## src/rtl/fm_audio_spi_if_if.sv

```systemverilog
// SPI control bus feeding the FM audio front end: serial clock, chip
// select and data, all driven by an external master in its own clock domain.
interface fm_audio_spi_if_if;
    logic sclk;
    logic cs_n;
    logic mosi;

    modport master (output sclk, output cs_n, output mosi);
    modport slave  (input  sclk, input  cs_n, input  mosi);
endinterface

```

## src/rtl/fm_audio_spi_if.sv

```systemverilog
// SPI register/audio front end for the FM modulator.
// Receives 24-bit frames {addr[3:0], data[19:0]} over an asynchronous SPI
// link, programs carrier/deviation registers and feeds audio samples through
// a small FIFO that is drained at a programmable sample rate.
module fm_audio_spi_if #(
    parameter int A     = 8,
    parameter int N     = 18,
    parameter int K     = 4,
    parameter int L     = 2,
    parameter int DIV_W = 16,
    parameter int DEPTH = 4
) (
    input  logic                     clk,
    input  logic                     rst_n,
    fm_audio_spi_if_if.slave         spi,
    output logic signed [A-1:0]      audio,
    output logic [N-1:0]             acc_inc,
    output logic [K-1:0]             df_inc_coef,
    output logic [L-1:0]             df_inc_fact,
    output logic                     sample_stb,
    output logic [$clog2(DEPTH):0]   fifo_level,
    output logic                     underrun,
    output logic                     overflow
);

    localparam int                PW         = $clog2(DEPTH);
    localparam int                LW         = PW + 1;
    localparam logic [LW-1:0]     FULL_LVL   = LW'(DEPTH);
    localparam logic [DIV_W-1:0]  DIV_RST    = DIV_W'(1249);
    localparam logic [4:0]        FRAME_BITS = 5'd24;

    // Bit counter saturates so that long frames can never wrap back to 24.
    function automatic logic [4:0] sat_inc5(input logic [4:0] v);
        return (v == 5'd31) ? v : v + 5'd1;
    endfunction

    // Sticky flag update: a set event always wins over a simultaneous clear.
    function automatic logic flag_next(input logic cur, input logic set, input logic clr);
        return set | (cur & ~clr);
    endfunction

    // ------------------------------------------------------------------
    // Input synchronizers and edge detection
    // ------------------------------------------------------------------
    logic [1:0] sclk_sync;
    logic [1:0] cs_sync;
    logic [1:0] mosi_sync;
    logic       sclk_prev;
    logic       cs_prev;
    logic [1:0] sync_vld;

    logic sclk_rise;
    logic cs_fall;
    logic cs_rise;

    // Two-flop synchronizers plus one history flop each for edge detection.
    always_ff @(posedge clk) begin
        if (!rst_n) begin
            sclk_sync <= 2'b00;
            cs_sync   <= 2'b11;
            mosi_sync <= 2'b00;
            sclk_prev <= 1'b0;
            cs_prev   <= 1'b1;
            sync_vld  <= 2'b00;
        end else begin
            sclk_sync <= {sclk_sync[0], spi.sclk};
            cs_sync   <= {cs_sync[0],   spi.cs_n};
            mosi_sync <= {mosi_sync[0], spi.mosi};
            sclk_prev <= sclk_sync[1];
            cs_prev   <= cs_sync[1];
            sync_vld  <= {sync_vld[0], 1'b1};
        end
    end

    assign sclk_rise = sclk_sync[1] & ~sclk_prev;
    assign cs_fall   = ~cs_sync[1] & cs_prev;
    assign cs_rise   = cs_sync[1] & ~cs_prev;

    // ------------------------------------------------------------------
    // Frame capture
    // ------------------------------------------------------------------
    // cs_idle_ok only sets once a real (post-reset) idle-high chip select
    // has been observed; the reset value of the synchronizer is not trusted.
    // A frame is only "open" if its falling edge followed such an idle level,
    // so a frame already in progress across reset release can never commit.
    logic [23:0] shreg;
    logic [4:0]  bitcnt;
    logic        cs_idle_ok;
    logic        frame_open;

    // Shift register, bit counter and frame-validity tracking.
    always_ff @(posedge clk) begin
        if (!rst_n) begin
            shreg      <= '0;
            bitcnt     <= '0;
            cs_idle_ok <= 1'b0;
            frame_open <= 1'b0;
        end else begin
            if (sync_vld[1] && cs_sync[1]) begin
                cs_idle_ok <= 1'b1;
            end
            if (sclk_rise && !cs_sync[1]) begin
                shreg <= {shreg[22:0], mosi_sync[1]};
            end
            if (cs_fall) begin
                bitcnt     <= sclk_rise ? 5'd1 : 5'd0;
                frame_open <= cs_idle_ok;
            end else if (sclk_rise && !cs_sync[1]) begin
                bitcnt <= sat_inc5(bitcnt);
            end
            if (cs_rise) begin
                frame_open <= 1'b0;
            end
        end
    end

    logic        commit;
    logic [3:0]  faddr;
    logic [19:0] fdata;
    logic        wr_audio;
    logic        wr_acc;
    logic        wr_dev;
    logic        wr_div;
    logic        wr_flags;
    logic        unused_frame_bits;

    assign commit   = cs_rise && frame_open && (bitcnt == FRAME_BITS);
    assign faddr    = shreg[23:20];
    assign fdata    = shreg[19:0];
    assign wr_audio = commit && (faddr == 4'd0);
    assign wr_acc   = commit && (faddr == 4'd1);
    assign wr_dev   = commit && (faddr == 4'd2);
    assign wr_div   = commit && (faddr == 4'd3);
    assign wr_flags = commit && (faddr == 4'd4);

    // Upper data bits are meaningful only for some parameterizations.
    assign unused_frame_bits = ^fdata;

    // ------------------------------------------------------------------
    // Modulator control registers
    // ------------------------------------------------------------------
    // Carrier increment and deviation settings, loaded straight from frames.
    always_ff @(posedge clk) begin
        if (!rst_n) begin
            acc_inc     <= '0;
            df_inc_coef <= '0;
            df_inc_fact <= '0;
        end else begin
            if (wr_acc) begin
                acc_inc <= fdata[N-1:0];
            end
            if (wr_dev) begin
                df_inc_coef <= fdata[K-1:0];
                df_inc_fact <= fdata[K+L-1:K];
            end
        end
    end

    // ------------------------------------------------------------------
    // Sample-rate tick
    // ------------------------------------------------------------------
    logic [DIV_W-1:0] div_q;
    logic [DIV_W-1:0] tcnt;
    logic             tick;

    assign tick = (tcnt == div_q);

    // Counts 0..div, ticking on div; reloading the divider restarts the count.
    always_ff @(posedge clk) begin
        if (!rst_n) begin
            div_q <= DIV_RST;
            tcnt  <= '0;
        end else if (wr_div) begin
            div_q <= fdata[DIV_W-1:0];
            tcnt  <= '0;
        end else if (tick) begin
            tcnt <= '0;
        end else begin
            tcnt <= tcnt + DIV_W'(1);
        end
    end

    // ------------------------------------------------------------------
    // Audio FIFO
    // ------------------------------------------------------------------
    logic signed [A-1:0] mem [DEPTH];
    logic [PW-1:0]       wr_ptr;
    logic [PW-1:0]       rd_ptr;
    logic                fifo_empty;
    logic                fifo_full;
    logic                pop;
    logic                push_ok;
    logic                push_drop;

    assign fifo_empty = (fifo_level == '0);
    assign fifo_full  = (fifo_level == FULL_LVL);
    assign pop        = tick && !fifo_empty;
    // A pop in the same cycle frees the slot the push needs.
    assign push_ok    = wr_audio && (!fifo_full || pop);
    assign push_drop  = wr_audio && fifo_full && !pop;

    // Sample storage; contents are don't-care until written.
    always_ff @(posedge clk) begin
        if (push_ok) begin
            mem[wr_ptr] <= $signed(fdata[A-1:0]);
        end
    end

    // Pointers wrap naturally because DEPTH is a power of two.
    always_ff @(posedge clk) begin
        if (!rst_n) begin
            wr_ptr     <= '0;
            rd_ptr     <= '0;
            fifo_level <= '0;
        end else begin
            if (push_ok) begin
                wr_ptr <= wr_ptr + PW'(1);
            end
            if (pop) begin
                rd_ptr <= rd_ptr + PW'(1);
            end
            case ({push_ok, pop})
                2'b10:   fifo_level <= fifo_level + LW'(1);
                2'b01:   fifo_level <= fifo_level - LW'(1);
                default: fifo_level <= fifo_level;
            endcase
        end
    end

    // Present the popped head to the modulator with a one-cycle strobe.
    always_ff @(posedge clk) begin
        if (!rst_n) begin
            audio      <= '0;
            sample_stb <= 1'b0;
        end else begin
            sample_stb <= pop;
            if (pop) begin
                audio <= mem[rd_ptr];
            end
        end
    end

    // Sticky error flags, cleared by an addr-4 frame.
    always_ff @(posedge clk) begin
        if (!rst_n) begin
            underrun <= 1'b0;
            overflow <= 1'b0;
        end else begin
            underrun <= flag_next(underrun, tick && fifo_empty, wr_flags && fdata[0]);
            overflow <= flag_next(overflow, push_drop,          wr_flags && fdata[1]);
        end
    end

endmodule
```

## src/flat_wrapper.sv

```systemverilog
// flat-port wrapper written by rule: the top's interface ports become plain ports
module fm_audio_spi_if_flat 
#(
    parameter int A     = 8,
    parameter int N     = 18,
    parameter int K     = 4,
    parameter int L     = 2,
    parameter int DIV_W = 16,
    parameter int DEPTH = 4
)
  (clk, rst_n, audio, acc_inc, df_inc_coef, df_inc_fact, sample_stb, fifo_level, underrun, overflow, spi_sclk, spi_cs_n, spi_mosi);
  fm_audio_spi_if_if spi_i ();
  input  logic clk;
  input  logic rst_n;
  output logic signed [A-1:0] audio;
  output logic [N-1:0] acc_inc;
  output logic [K-1:0] df_inc_coef;
  output logic [L-1:0] df_inc_fact;
  output logic sample_stb;
  output logic [$clog2(DEPTH):0] fifo_level;
  output logic underrun;
  output logic overflow;
  input wire logic [$bits(spi_i.sclk)-1:0] spi_sclk;
  input wire logic [$bits(spi_i.cs_n)-1:0] spi_cs_n;
  input wire logic [$bits(spi_i.mosi)-1:0] spi_mosi;
  assign spi_i.sclk = spi_sclk;
  assign spi_i.cs_n = spi_cs_n;
  assign spi_i.mosi = spi_mosi;
  fm_audio_spi_if #(.A(A), .N(N), .K(K), .L(L), .DIV_W(DIV_W), .DEPTH(DEPTH)) u_core (.clk(clk), .rst_n(rst_n), .spi(spi_i), .audio(audio), .acc_inc(acc_inc), .df_inc_coef(df_inc_coef), .df_inc_fact(df_inc_fact), .sample_stb(sample_stb), .fifo_level(fifo_level), .underrun(underrun), .overflow(overflow));
endmodule
```

## config.mk

```make
export PLATFORM = sky130hd
export DESIGN_NAME = fm_audio_spi_if_flat
export DESIGN_NICKNAME = d
export VERILOG_FILES = /design/src/rtl/fm_audio_spi_if_if.sv /design/src/rtl/fm_audio_spi_if.sv /design/src/flat_wrapper.sv
export SDC_FILE = /design/constraint.sdc
export NUM_CORES = 1
export LEC_CHECK = 0
export CAP_MARGIN = 20
export CORE_MARGIN = 2
export CORE_UTILIZATION = 52
export DETAILED_ROUTE_END_ITERATION = 12
export PLACE_DENSITY_LB_ADDON = 0.1
export SLEW_MARGIN = 20
export SYNTH_ARGS = -nofsm -noshare
export SYNTH_HDL_FRONTEND = slang
export SYNTH_SLANG_ARGS = --single-unit
```

## constraint.sdc

```tcl
create_clock -name clk -period 2.8 [get_ports clk]
set_input_delay 0.56 -clock clk [delete_from_list [all_inputs] [get_ports clk]]
set_output_delay 0.56 -clock clk [all_outputs]
set_load 0.1 [all_outputs]
```

==> impl_metrics.xml, run 1 <==
<?xml version="1.0" encoding="UTF-8"?>
<metrics>
  <group name="status">
    <metric name="outcome" unit="">completed</metric>
  </group>
  <group name="synth">
    <metric name="post_synth.cell_area_avg" unit="um^2">10.64</metric>
    <metric name="synth_enable_flop_cells" unit="">32</metric>
    <metric name="yosysUniqueCellTypes" unit="">47</metric>
    <metric name="yosysWarningCount" unit="">0</metric>
    <metric name="post_synth_instance_area" unit="um^2">5768</metric>
    <metric name="synthFlopType" unit="">sky130_fd_sc_hd__dfxtp_1</metric>
    <metric name="synth-async-reset-ratio" unit="%">0</metric>
    <metric name="post_synthesis_cell_count" unit="">542</metric>
    <metric name="ys_ff_latch" unit="">147</metric>
    <metric name="synth_fp_nets" unit="">557</metric>
    <metric name="synth-seq-area-share" unit="%">56.57</metric>
  </group>
  <group name="setup_path">
    <metric name="critPathMaxStageDelay" unit="ns">0.37</metric>
    <metric name="crit_path_end_kind" unit="">flip-flop</metric>
    <metric name="timing.critical_path.fanout_max" unit="">4</metric>
    <metric name="startpoint_type" unit="">flip-flop</metric>
    <metric name="critical-path-slowest-cell" unit="">sky130_fd_sc_hd__fa_1</metric>
    <metric name="cp_data_required_time" unit="ns">3.26</metric>
    <metric name="timing_worst_setup_path_type" unit="">flip-flop to flip-flop</metric>
    <metric name="crit_chain" unit="">xor2_1, nor4_2, nand4_1, nor2_1, ha_1, inv_1, fa_1, xor2_1, or3_1, a21oi_1</metric>
    <metric name="critical-path-top-cell-by-count" unit="">sky130_fd_sc_hd__xor2_1</metric>
    <metric name="timing.critical_path.arrival" unit="ns">3.03</metric>
  </group>
  <group name="flow_run">
    <metric name="max_cap_viols" unit="">0</metric>
  </group>
  <group name="sta">
    <metric name="maxClockFrequency" unit="MHz">389.7</metric>
    <metric name="grt_setup_unrepaired" unit="">false</metric>
    <metric name="period_needed" unit="ns">2.566</metric>
    <metric name="max_slew.worst_pin.slew" unit="ns">0.6410</metric>
    <metric name="worst_hold_slack" unit="ns">0.4343</metric>
    <metric name="timing.max_slew.rel_slack" unit="%">57.15</metric>
    <metric name="final_report_hold_violation_count" unit="">0</metric>
    <metric name="finalClockSkew" unit="ns">0.005223</metric>
    <metric name="slew_viol_final" unit="">0</metric>
    <metric name="final_min_period_over_clock_period" unit="%">91.65</metric>
    <metric name="report.final.setup_viol" unit="">0</metric>
    <metric name="fin_setup_tns" unit="ns">0</metric>
  </group>
  <group name="clock_network">
    <metric name="cts_tree" unit="">yes</metric>
    <metric name="resized_after_cts" unit="">0</metric>
    <metric name="clock_sinks" unit="">147</metric>
    <metric name="cts_root_buf" unit="">sky130_fd_sc_hd__clkbuf_8</metric>
    <metric name="cts_buffers" unit="">17</metric>
    <metric name="clk_latency" unit="ns">0.53</metric>
    <metric name="cts.reportedPaths.clkPinSlew" unit="ns">0.06</metric>
    <metric name="cts_hold_buf" unit="">0</metric>
    <metric name="cts_post_setup_buffers_inserted" unit="">0</metric>
    <metric name="clk_path_buf_depth" unit="">2</metric>
    <metric name="htree_num_levels" unit="">4</metric>
  </group>
  <group name="cells_and_area">
    <metric name="post_route_cell_area" unit="um^2">6839</metric>
    <metric name="nets" unit="">601</metric>
    <metric name="layout.core_utilization" unit="%">63.09</metric>
    <metric name="layout.cells.most_common_list" unit="">sky130_fd_sc_hd__dfxtp_1 (114), sky130_fd_sc_hd__nor2_1 (65), sky130_fd_sc_hd__nand2_1 (64)</metric>
    <metric name="diodes" unit="">0</metric>
    <metric name="drive_gt1_share" unit="%">16.36</metric>
    <metric name="mostFrequentLayoutCell" unit="">sky130_fd_sc_hd__dfxtp_1</metric>
    <metric name="layout-area-overhead-vs-synth" unit="%">18.57</metric>
  </group>
  <group name="die">
    <metric name="floorplan.rows" unit="">38</metric>
    <metric name="design.portCount" unit="">43</metric>
    <metric name="floorplan.initialDensity" unit="%">53.21</metric>
    <metric name="fp.dieW" unit="um">109.3</metric>
    <metric name="die_h" unit="um">109.3</metric>
    <metric name="floorplan.die_area" unit="um^2">11950</metric>
    <metric name="core_area" unit="um^2">10840</metric>
  </group>
  <group name="routing">
    <metric name="dr_total_vias" unit="">3881</metric>
    <metric name="drt_pass1_iterations" unit="">4</metric>
    <metric name="wirelength" unit="mm">10.94</metric>
    <metric name="vias_per_cell" unit="">5.252</metric>
    <metric name="route.detailed.drc" unit="">0</metric>
    <metric name="antenna_left" unit="">0</metric>
    <metric name="drtIter0Drc" unit="">126</metric>
    <metric name="route.detailed.wl_per_inst" unit="um">14.80</metric>
  </group>
  <group name="global_route">
    <metric name="grt_pass1_wl" unit="mm">18.57</metric>
    <metric name="track_usage" unit="%">20.59</metric>
    <metric name="grt_overflow" unit="">0</metric>
    <metric name="antenna_found_initial" unit="">0</metric>
    <metric name="grt_start_max_net_pins" unit="">54</metric>
    <metric name="number_of_global_route_vias_before_repair" unit="">3708</metric>
  </group>
  <group name="pwr">
    <metric name="leakage" unit="nW">2.686</metric>
    <metric name="irDropWorstVdd" unit="V">0.0004375</metric>
    <metric name="design_power_total" unit="mW">4.463</metric>
    <metric name="power_density" unit="nW/um^2">652.6</metric>
  </group>
  <group name="hold_path">
    <metric name="min_path_type" unit="">flip-flop to flip-flop</metric>
  </group>
  <group name="place">
    <metric name="place.port_buffers" unit="">42</metric>
    <metric name="place_hpwl" unit="mm">7.365</metric>
    <metric name="placedInstanceArea" unit="um^2">6247</metric>
    <metric name="gp_congestion" unit="">0.7742</metric>
  </group>
</metrics>
==> worst max-delay path: cells and delay by family (launching register included) <==
kind,cells,cell delay [ns]
adders and majority gates,2,0.56
and+or+nand+nor,4,1.07
xor gates and xnor gates,2,0.33
DFF,1,0.35
AOI/OAI and AO/OA,1,0.13
buffers and inverters,1,0.06
==> path summary, 6_finish.rpt <==
path | endpoint | depth (start not counted) | slack [ns] | from
worst min register to register | u_core.sclk_sync[1] | 1 | 0.43 | u_core.sclk_sync[0]
worst max register to register | u_core.fifo_level[2] | 10 | 0.23 | u_core.tcnt[12]
worst max-delay path | u_core.fifo_level[2] | 10 | 0.23 | u_core.tcnt[12]
worst min-delay path | u_core.sclk_sync[1] | 1 | 0.43 | u_core.sclk_sync[0]
==> kinds of logic after synthesis <==
kind of cell               synth area share (%)
xor gates and xnor gates                  5.163
AOI/OAI and AO/OA                         5.944
and+or+nand+nor                           16.64
muxes                                     10.41
adders and majority gates                 2.299
DFF                                       56.57
buffers and inverters                     2.972
==> area by class of cell <==
cell class | count | area [um^2]
Fill cell | 865 | 4001
Sequential cell | 147 | 3264
Multi-Input combinational cell | 354 | 2338
Clock buffer | 18 | 439.2
Timing Repair Buffer | 53 | 420.4
Tap cell | 140 | 175.2
Clock inverter | 14 | 152.6
Inverter | 13 | 48.80
==> per-layer routing <==
layer  global-route usage [%]  vias up  wire length, um
li1                         -     1965                -
met1                    27.33     1855             5230
met2                    32.19       45             5168
met3                    4.861       16              324
met4                    9.132        0              212
met5                        0        -                0
==> cell usage after synthesis (4+ instances only) <==
library cell               number  area (um^2)
sky130_fd_sc_hd__nand2_1       64        240.2
sky130_fd_sc_hd__xor2_1        29        254.0
sky130_fd_sc_hd__edfxtp_1      32        960.9
sky130_fd_sc_hd__buf_1          4        15.01
sky130_fd_sc_hd__mux2i_1       42        420.4
sky130_fd_sc_hd__nand4_1        5        31.28
sky130_fd_sc_hd__and4_1         4        35.03
sky130_fd_sc_hd__mux4_2         8        180.2
sky130_fd_sc_hd__and2_1        10        62.56
sky130_fd_sc_hd__nand3_1       18        90.09
sky130_fd_sc_hd__nand3b_1       4        30.03
sky130_fd_sc_hd__a21oi_1       43        215.2
sky130_fd_sc_hd__o21ai_1       11        55.05
sky130_fd_sc_hd__nand2b_1       4        25.02
sky130_fd_sc_hd__xnor2_1        5        43.79
sky130_fd_sc_hd__clkbuf_1      17        63.81
sky130_fd_sc_hd__dfxtp_1      115         2302
sky130_fd_sc_hd__inv_1         12        45.04
sky130_fd_sc_hd__ha_1           9        112.6
sky130_fd_sc_hd__buf_2          5        25.02
sky130_fd_sc_hd__nor2_1        65        244.0
==> state kept, by name, summed over array words and instances (netlist names), 3 cells and up <==
register            cells
u_core.acc_inc         18
u_core.audio            8
u_core.bitcnt           5
u_core.df_inc_coef      4
u_core.div_q           16
u_core.fifo_level       3
u_core.mem             32
u_core.shreg           24
u_core.tcnt            16
==> through the flow <==
step | setup slack [ns] | cells
after floorplan | 0.01067 | 542
after global placement | 0.2931 | 707
after detailed placement | 0.2153 | 707
after CTS | 0.2035 | 739
after global routing | 0.04535 | 739
final | 0.2338 | 739
==> report_power, final <==
group / switching [mW] / internal [mW]
clock network: 0.899 / 1.33
registers: 0.0104 / 2.17
logic: 0.0380 / 0.0197
total: 0.947 / 3.52
Power figures use the tool's default switching activity.
==> inputs of run 2 (changes only) <==
--- a/config.mk
+++ b/config.mk
@@ -6,8 +6,10 @@
 export NUM_CORES = 1
 export LEC_CHECK = 0
 export CAP_MARGIN = 20
+export CELL_PAD_IN_SITES_DETAIL_PLACEMENT = 1
+export CELL_PAD_IN_SITES_GLOBAL_PLACEMENT = 1
 export CORE_MARGIN = 2
-export CORE_UTILIZATION = 52
+export CORE_UTILIZATION = 41
 export DETAILED_ROUTE_END_ITERATION = 12
 export PLACE_DENSITY_LB_ADDON = 0.1
 export SLEW_MARGIN = 20
==> run 2 against run 1 <==
First-iteration DRC count increased by 33%; sequential share of layout area shrank 0.34 points; total power is 0.88% lower; routed wire length increased by 21%; utilization decreased by 13 points; die area rose by 26%; clock power is 2% lower; fmax is 1.6% lower; flip-flop and latch count unchanged; clock skew up 0.0021 ns; critical endpoint unchanged.
==> impl_metrics.xml, run 2 (synthesis gave the netlist of run 1 again) <==
<?xml version="1.0" encoding="UTF-8"?>
<metrics>
  <group name="sta">
    <metric name="worst_hold_slack" unit="ns">0.4180</metric>
    <metric name="max_slew.worst_pin.slew" unit="ns">0.8137</metric>
    <metric name="final_report_hold_violation_count" unit="">0</metric>
    <metric name="maxClockFrequency" unit="MHz">383.5</metric>
    <metric name="fin_setup_tns" unit="ns">0</metric>
    <metric name="period_needed" unit="ns">2.607</metric>
    <metric name="finalClockSkew" unit="ns">0.007344</metric>
    <metric name="final_min_period_over_clock_period" unit="%">93.12</metric>
    <metric name="timing.max_slew.rel_slack" unit="%">45.75</metric>
    <metric name="grt_setup_unrepaired" unit="">false</metric>
    <metric name="slew_viol_final" unit="">0</metric>
    <metric name="report.final.setup_viol" unit="">0</metric>
  </group>
  <group name="routing">
    <metric name="route.detailed.wl_per_inst" unit="um">16.92</metric>
    <metric name="antenna_left" unit="">0</metric>
    <metric name="drtIter0Drc" unit="">167</metric>
    <metric name="vias_per_cell" unit="">5.181</metric>
    <metric name="dr_total_vias" unit="">4041</metric>
    <metric name="route.detailed.drc" unit="">0</metric>
    <metric name="drt_pass1_iterations" unit="">6</metric>
    <metric name="wirelength" unit="mm">13.20</metric>
  </group>
  <group name="flow_run">
    <metric name="max_cap_viols" unit="">0</metric>
  </group>
  <group name="clock_network">
    <metric name="cts_tree" unit="">yes</metric>
    <metric name="cts.reportedPaths.clkPinSlew" unit="ns">0.06</metric>
    <metric name="clock_sinks" unit="">147</metric>
    <metric name="cts_root_buf" unit="">sky130_fd_sc_hd__clkbuf_16</metric>
    <metric name="cts_buffers" unit="">17</metric>
    <metric name="clk_latency" unit="ns">0.42</metric>
    <metric name="htree_num_levels" unit="">4</metric>
    <metric name="clk_path_buf_depth" unit="">2</metric>
    <metric name="cts_hold_buf" unit="">0</metric>
  </group>
  <group name="pwr">
    <metric name="p_comb_share" unit="%">1.3</metric>
    <metric name="power_switching" unit="uW">862.4</metric>
    <metric name="irDropWorstVdd" unit="V">0.0003876</metric>
    <metric name="design_power_total" unit="mW">4.424</metric>
    <metric name="sequentialPowerShare" unit="%">49.2</metric>
    <metric name="power.share.clock" unit="%">49.4</metric>
    <metric name="p_int" unit="mW">3.561</metric>
    <metric name="power_density" unit="nW/um^2">642.0</metric>
    <metric name="switching_share" unit="%">19.49</metric>
    <metric name="leakage" unit="nW">2.680</metric>
  </group>
  <group name="cells_and_area">
    <metric name="finish.cell_count_without_fillers" unit="">780</metric>
    <metric name="largest_registers_ranked_by_flip_flop_count" unit="">u_core.mem: 32 flops, u_core.shreg: 24 flops, u_core.acc_inc: 18 flops</metric>
    <metric name="layout.cells.most_common_list" unit="">sky130_fd_sc_hd__dfxtp_1 (113), sky130_fd_sc_hd__nor2_1 (65), sky130_fd_sc_hd__nand2_1 (64)</metric>
    <metric name="mostFrequentLayoutCell" unit="">sky130_fd_sc_hd__dfxtp_1</metric>
    <metric name="multi_input_area" unit="um^2">2350</metric>
    <metric name="diodes" unit="">0</metric>
    <metric name="registers.top_by_ff_count" unit="">u_core.mem</metric>
    <metric name="area.sequential" unit="um^2">3266</metric>
    <metric name="largest_register_ffs" unit="">32</metric>
    <metric name="drive_gt1_share" unit="%">16.00</metric>
    <metric name="final.fill_count" unit="">1481</metric>
    <metric name="layout-area-overhead-vs-synth" unit="%">19.46</metric>
    <metric name="nets" unit="">603</metric>
  </group>
  <group name="setup_path">
    <metric name="crit_chain" unit="">inv_1, ha_1, nand4b_1, nor3_2, nand3b_1, a21oi_1, inv_1, ha_1, inv_1, fa_1, xor2_1, or3_1, a21oi_1</metric>
    <metric name="critPathMaxStageDelay" unit="ns">0.41</metric>
    <metric name="startpoint_type" unit="">flip-flop</metric>
    <metric name="timing.critical_path.fanout_max" unit="">5</metric>
    <metric name="timing_worst_setup_path_type" unit="">flip-flop to flip-flop</metric>
    <metric name="timing.critical_path.arrival" unit="ns">2.95</metric>
    <metric name="ff2ff_path_depth" unit="">13</metric>
    <metric name="crit_path_end_kind" unit="">flip-flop</metric>
    <metric name="critical-path-slowest-cell" unit="">sky130_fd_sc_hd__dfxtp_1</metric>
    <metric name="critical-path-top-cell-by-count" unit="">sky130_fd_sc_hd__inv_1</metric>
    <metric name="cp_data_required_time" unit="ns">3.14</metric>
  </group>
  <group name="die">
    <metric name="floorplan.initialDensity" unit="%">41.72</metric>
    <metric name="floorplan.die_area" unit="um^2">15030</metric>
    <metric name="core_area" unit="um^2">13830</metric>
    <metric name="die_h" unit="um">122.6</metric>
    <metric name="floorplan.rows" unit="">43</metric>
    <metric name="fp.dieW" unit="um">122.6</metric>
    <metric name="design.portCount" unit="">43</metric>
  </group>
  <group name="status">
    <metric name="outcome" unit="">completed</metric>
  </group>
  <group name="global_route">
    <metric name="track_usage" unit="%">19.17</metric>
    <metric name="grt_pass1_wl" unit="mm">21.76</metric>
    <metric name="antenna_found_initial" unit="">0</metric>
    <metric name="grt_overflow" unit="">0</metric>
    <metric name="grt_start_max_net_pins" unit="">77</metric>
    <metric name="number_of_global_route_vias_before_repair" unit="">4273</metric>
  </group>
  <group name="place">
    <metric name="gp_congestion" unit="">0.7684</metric>
    <metric name="place_hpwl" unit="mm">8.795</metric>
    <metric name="dpl.cell_count" unit="">748</metric>
    <metric name="place.port_buffers" unit="">42</metric>
  </group>
  <group name="hold_path">
    <metric name="hold_depth" unit="">1</metric>
    <metric name="min_path_type" unit="">flip-flop to flip-flop</metric>
  </group>
</metrics>
-- run 2: layer usage --
layer	GRT usage (%)	part of all wire [%]	routed length (um)
met4	9.339	2.8	373
met2	31.49	49	6454
met1	23.75	45	5983
met3	4.414	2.9	389
met5	0	0	0
-- run 2: through the flow --
step | setup slack, ns | cell area [um^2] | util [%]
after CTS | 0.05301 | 6870 | 49.69
after floorplan | 0.01067 | 5769 | -
after global placement | 0.1980 | 6305 | 45.60
after global routing | 0.008846 | 6890 | 49.83
final | 0.1928 | 6890 | 49.83
after detailed placement | 0.08969 | 6305 | 45.60
-- run 2: worst paths after layout --
check,startpoint,endpoint,slack (ns)
max,u_core.bitcnt[0],u_core.fifo_level[2],0.19
min,u_core.cs_sync[0],u_core.cs_sync[1],0.42
max reg2reg,u_core.bitcnt[0],u_core.fifo_level[2],0.19
min reg2reg,u_core.cs_sync[0],u_core.cs_sync[1],0.42
-- run 2: cell type report --
cell class,count,share of cell area (%)
Inverter,13,0.7082
Sequential cell,147,47.39
Clock inverter,5,1.108
Multi-Input combinational cell,354,34.10
Tap cell,180,3.269
Clock buffer,26,7.100
Timing Repair Buffer,55,6.319
-- run 2: power groups by stage --
| stage | logic [mW] | registers [mW] | clock network, mW |
|---|---|---|---|
| 4_1_cts | 0.0608 | 2.18 | 2.24 |
| 6_report | 0.0595 | 2.18 | 2.19 |
| 3_5_place_dp | 0.0605 | 2.22 | 0 |
| 2_1_floorplan | 0.0402 | 2.22 | 0 |
| 5_1_grt | 0.0667 | 2.18 | 2.32 |
| 3_3_place_gp | 0.0595 | 2.22 | 0 |
-- run 2: critical path: cells and delay by family, from the launching register on --
family / cells / cell delay (ns)
xor gates and xnor gates: 1 / 0.17
adders and majority gates: 3 / 0.75
buffers and inverters: 3 / 0.21
DFF: 1 / 0.41
and+or+nand+nor: 4 / 0.78
AOI/OAI and AO/OA: 2 / 0.22
-- run 2: timing repair --
| item | 4_1_cts | 5_1_grt |
|---|---|---|
| setup buffers | 0 | 1 |
| resized for setup | 0 | 3 |
| endpoints found under the setup margin | 0 | 2 |
==> inputs of run 3 (changes only) <==
--- a/config.mk
+++ b/config.mk
@@ -11,7 +11,8 @@
 export CORE_MARGIN = 2
 export CORE_UTILIZATION = 41
 export DETAILED_ROUTE_END_ITERATION = 12
-export PLACE_DENSITY_LB_ADDON = 0.1
+export PLACE_DENSITY = 0.82
+export SETUP_SLACK_MARGIN = 0.1
 export SLEW_MARGIN = 20
 export SYNTH_ARGS = -nofsm -noshare
 export SYNTH_HDL_FRONTEND = slang
==> run 3 against run 2 <==
Hold slack improved by 0.0012 ns; worst setup slack got worse by 0.013 ns; clock skew is 0.0040 ns higher; via count grew 0.32%.
==> impl_metrics.xml, run 3 (synthesis gave the netlist of run 1 again) <==
<?xml version="1.0" encoding="UTF-8"?>
<metrics>
  <group name="pwr">
    <metric name="power_density" unit="nW/um^2">637.4</metric>
    <metric name="leakage" unit="nW">2.688</metric>
    <metric name="irDropWorstVdd" unit="V">0.0003969</metric>
  </group>
  <group name="die">
    <metric name="floorplan.initialDensity" unit="%">41.72</metric>
    <metric name="fp.dieW" unit="um">122.6</metric>
    <metric name="core_area" unit="um^2">13830</metric>
    <metric name="die_h" unit="um">122.6</metric>
    <metric name="floorplan.die_area" unit="um^2">15030</metric>
    <metric name="design.portCount" unit="">43</metric>
    <metric name="floorplan.rows" unit="">43</metric>
  </group>
  <group name="place">
    <metric name="place_hpwl" unit="mm">9.374</metric>
    <metric name="pre_cts_ws" unit="ns">0.03731</metric>
    <metric name="place.port_buffers" unit="">42</metric>
    <metric name="gp_congestion" unit="">0.7556</metric>
    <metric name="placedInstanceArea" unit="um^2">6302</metric>
  </group>
  <group name="cells_and_area">
    <metric name="layout.core_utilization" unit="%">50.17</metric>
    <metric name="layout.cells.most_common_list" unit="">sky130_fd_sc_hd__dfxtp_1 (107), sky130_fd_sc_hd__nor2_1 (64), sky130_fd_sc_hd__nand2_1 (64)</metric>
    <metric name="layout-area-overhead-vs-synth" unit="%">20.26</metric>
    <metric name="post_route_cell_area" unit="um^2">6937</metric>
    <metric name="largest_register_ffs" unit="">32</metric>
    <metric name="registers.top_by_ff_count" unit="">u_core.mem</metric>
    <metric name="largest_registers_ranked_by_flip_flop_count" unit="">u_core.mem: 32 flops, u_core.shreg: 24 flops, u_core.acc_inc: 18 flops</metric>
    <metric name="drive_gt1_share" unit="%">19.40</metric>
    <metric name="nets" unit="">605</metric>
    <metric name="mostFrequentLayoutCell" unit="">sky130_fd_sc_hd__dfxtp_1</metric>
    <metric name="diodes" unit="">0</metric>
  </group>
  <group name="global_route">
    <metric name="grt_start_max_net_pins" unit="">49</metric>
    <metric name="number_of_global_route_vias_before_repair" unit="">4288</metric>
    <metric name="grt_pass1_wl" unit="mm">22.20</metric>
    <metric name="grt_overflow" unit="">0</metric>
    <metric name="antenna_found_initial" unit="">0</metric>
    <metric name="track_usage" unit="%">19.75</metric>
  </group>
  <group name="clock_network">
    <metric name="cts.reportedPaths.clkPinSlew" unit="ns">0.06</metric>
    <metric name="htree_num_levels" unit="">4</metric>
    <metric name="cts_root_buf" unit="">sky130_fd_sc_hd__clkbuf_16</metric>
    <metric name="clock_sinks" unit="">147</metric>
    <metric name="cts_tree" unit="">yes</metric>
    <metric name="clk_latency" unit="ns">0.43</metric>
    <metric name="clk_path_buf_depth" unit="">2</metric>
    <metric name="cts_buffers" unit="">17</metric>
  </group>
  <group name="setup_path">
    <metric name="crit_path_end_kind" unit="">flip-flop</metric>
    <metric name="timing.critical_path.depth" unit="">11</metric>
    <metric name="critPathMaxStageDelay" unit="ns">0.39</metric>
    <metric name="timing.critical_path.fanout_max" unit="">4</metric>
    <metric name="ff2ff_path_depth" unit="">11</metric>
    <metric name="critical-path-slowest-cell" unit="">sky130_fd_sc_hd__or3_1</metric>
    <metric name="startpoint_type" unit="">flip-flop</metric>
    <metric name="crit_chain" unit="">xor2_2, nor4_2, nand4_1, buf_6, nor2_4, ha_2, inv_1, fa_2, xor2_1, or3_1, a21oi_2</metric>
    <metric name="timing.critical_path.arrival" unit="ns">2.97</metric>
    <metric name="timing_worst_setup_path_type" unit="">flip-flop to flip-flop</metric>
    <metric name="cp_data_required_time" unit="ns">3.15</metric>
    <metric name="worstPathBufferInverterCount" unit="">2</metric>
    <metric name="critical-path-top-delay-family" unit="">simple AND/OR/NAND/NOR gates</metric>
  </group>
  <group name="sta">
    <metric name="period_needed" unit="ns">2.621</metric>
    <metric name="worst_hold_slack" unit="ns">0.4192</metric>
    <metric name="final_report_hold_violation_count" unit="">0</metric>
    <metric name="maxClockFrequency" unit="MHz">381.6</metric>
    <metric name="timing.final.ws_setup" unit="ns">0.1794</metric>
    <metric name="timing.max_slew.rel_slack" unit="%">53.87</metric>
    <metric name="final_min_period_over_clock_period" unit="%">93.59</metric>
    <metric name="fin_setup_tns" unit="ns">0</metric>
    <metric name="report.final.setup_viol" unit="">0</metric>
    <metric name="grt_setup_unrepaired" unit="">false</metric>
    <metric name="slew_viol_final" unit="">0</metric>
    <metric name="max_slew.worst_pin.slew" unit="ns">0.6901</metric>
    <metric name="finalClockSkew" unit="ns">0.01131</metric>
  </group>
  <group name="routing">
    <metric name="vias_per_cell" unit="">5.178</metric>
    <metric name="route.detailed.drc" unit="">0</metric>
    <metric name="dr_total_vias" unit="">4054</metric>
    <metric name="antenna_left" unit="">0</metric>
    <metric name="route.detailed.wl_per_inst" unit="um">17.58</metric>
    <metric name="drt_pass1_iterations" unit="">5</metric>
    <metric name="drtIter0Drc" unit="">212</metric>
    <metric name="wirelength" unit="mm">13.77</metric>
  </group>
  <group name="hold_path">
    <metric name="hold_depth" unit="">1</metric>
    <metric name="min_path_type" unit="">flip-flop to flip-flop</metric>
  </group>
  <group name="status">
    <metric name="outcome" unit="">completed</metric>
  </group>
  <group name="flow_run">
    <metric name="max_cap_viols" unit="">0</metric>
  </group>
</metrics>
==> run 3: cell count changes in the layout (fill, tap and decap cells not counted), sizes merged <==
cell and change:
clkinv +7, inv -1, buf +2, clkinvlp +4, clkbuf -9
==> run 3: final cells by class <==
class	count	area (um^2)
timing repair buffer	57	441.7
tap	180	225.2
multi-input combinational	354	2377
fill	1495	6890
clock buffer	17	425.4
inverter	13	48.80
clock inverter	15	142.6
sequential	147	3276
==> run 3: power by group <==
group / switching [mW] / leakage, nW / internal [mW]
clock: 0.888 / 0.274 / 1.30
combinational: 0.0394 / 1.18 / 0.0199
sequential: 0.00995 / 1.23 / 2.17
==> run 3: stage by stage <==
step | std cells | total power, mW
3_5_place_dp | 749 | 2.282
5_1_grt | 783 | 4.576
3_3_place_gp | 749 | 2.279
4_1_cts | 782 | 4.472
6_report | 783 | 4.421
2_1_floorplan | 542 | 2.259
==> run 3: final timing paths <==
path | startpoint | endpoint | slack (ns)
hold reg to reg | u_core.cs_sync[0] | u_core.cs_sync[1] | 0.42
setup reg to reg | u_core.div_q[14] | u_core.fifo_level[2] | 0.18
hold / removal | u_core.cs_sync[0] | u_core.cs_sync[1] | 0.42
setup / recovery | u_core.div_q[14] | u_core.fifo_level[2] | 0.18
==> run 3: per-layer routing <==
layer	global-route usage (%)	routed length, um
met1	22.31	5669
met2	34.93	7311
met3	5.530	607
met4	8.190	180
met5	0	0
==> run 3: timing repair <==
action                                  CTS  global route
pin swaps                                 1             6
hold buffers                              0             0
setup buffers                             1             1
resized for setup                         0            16
endpoints found under the setup margin    1             2
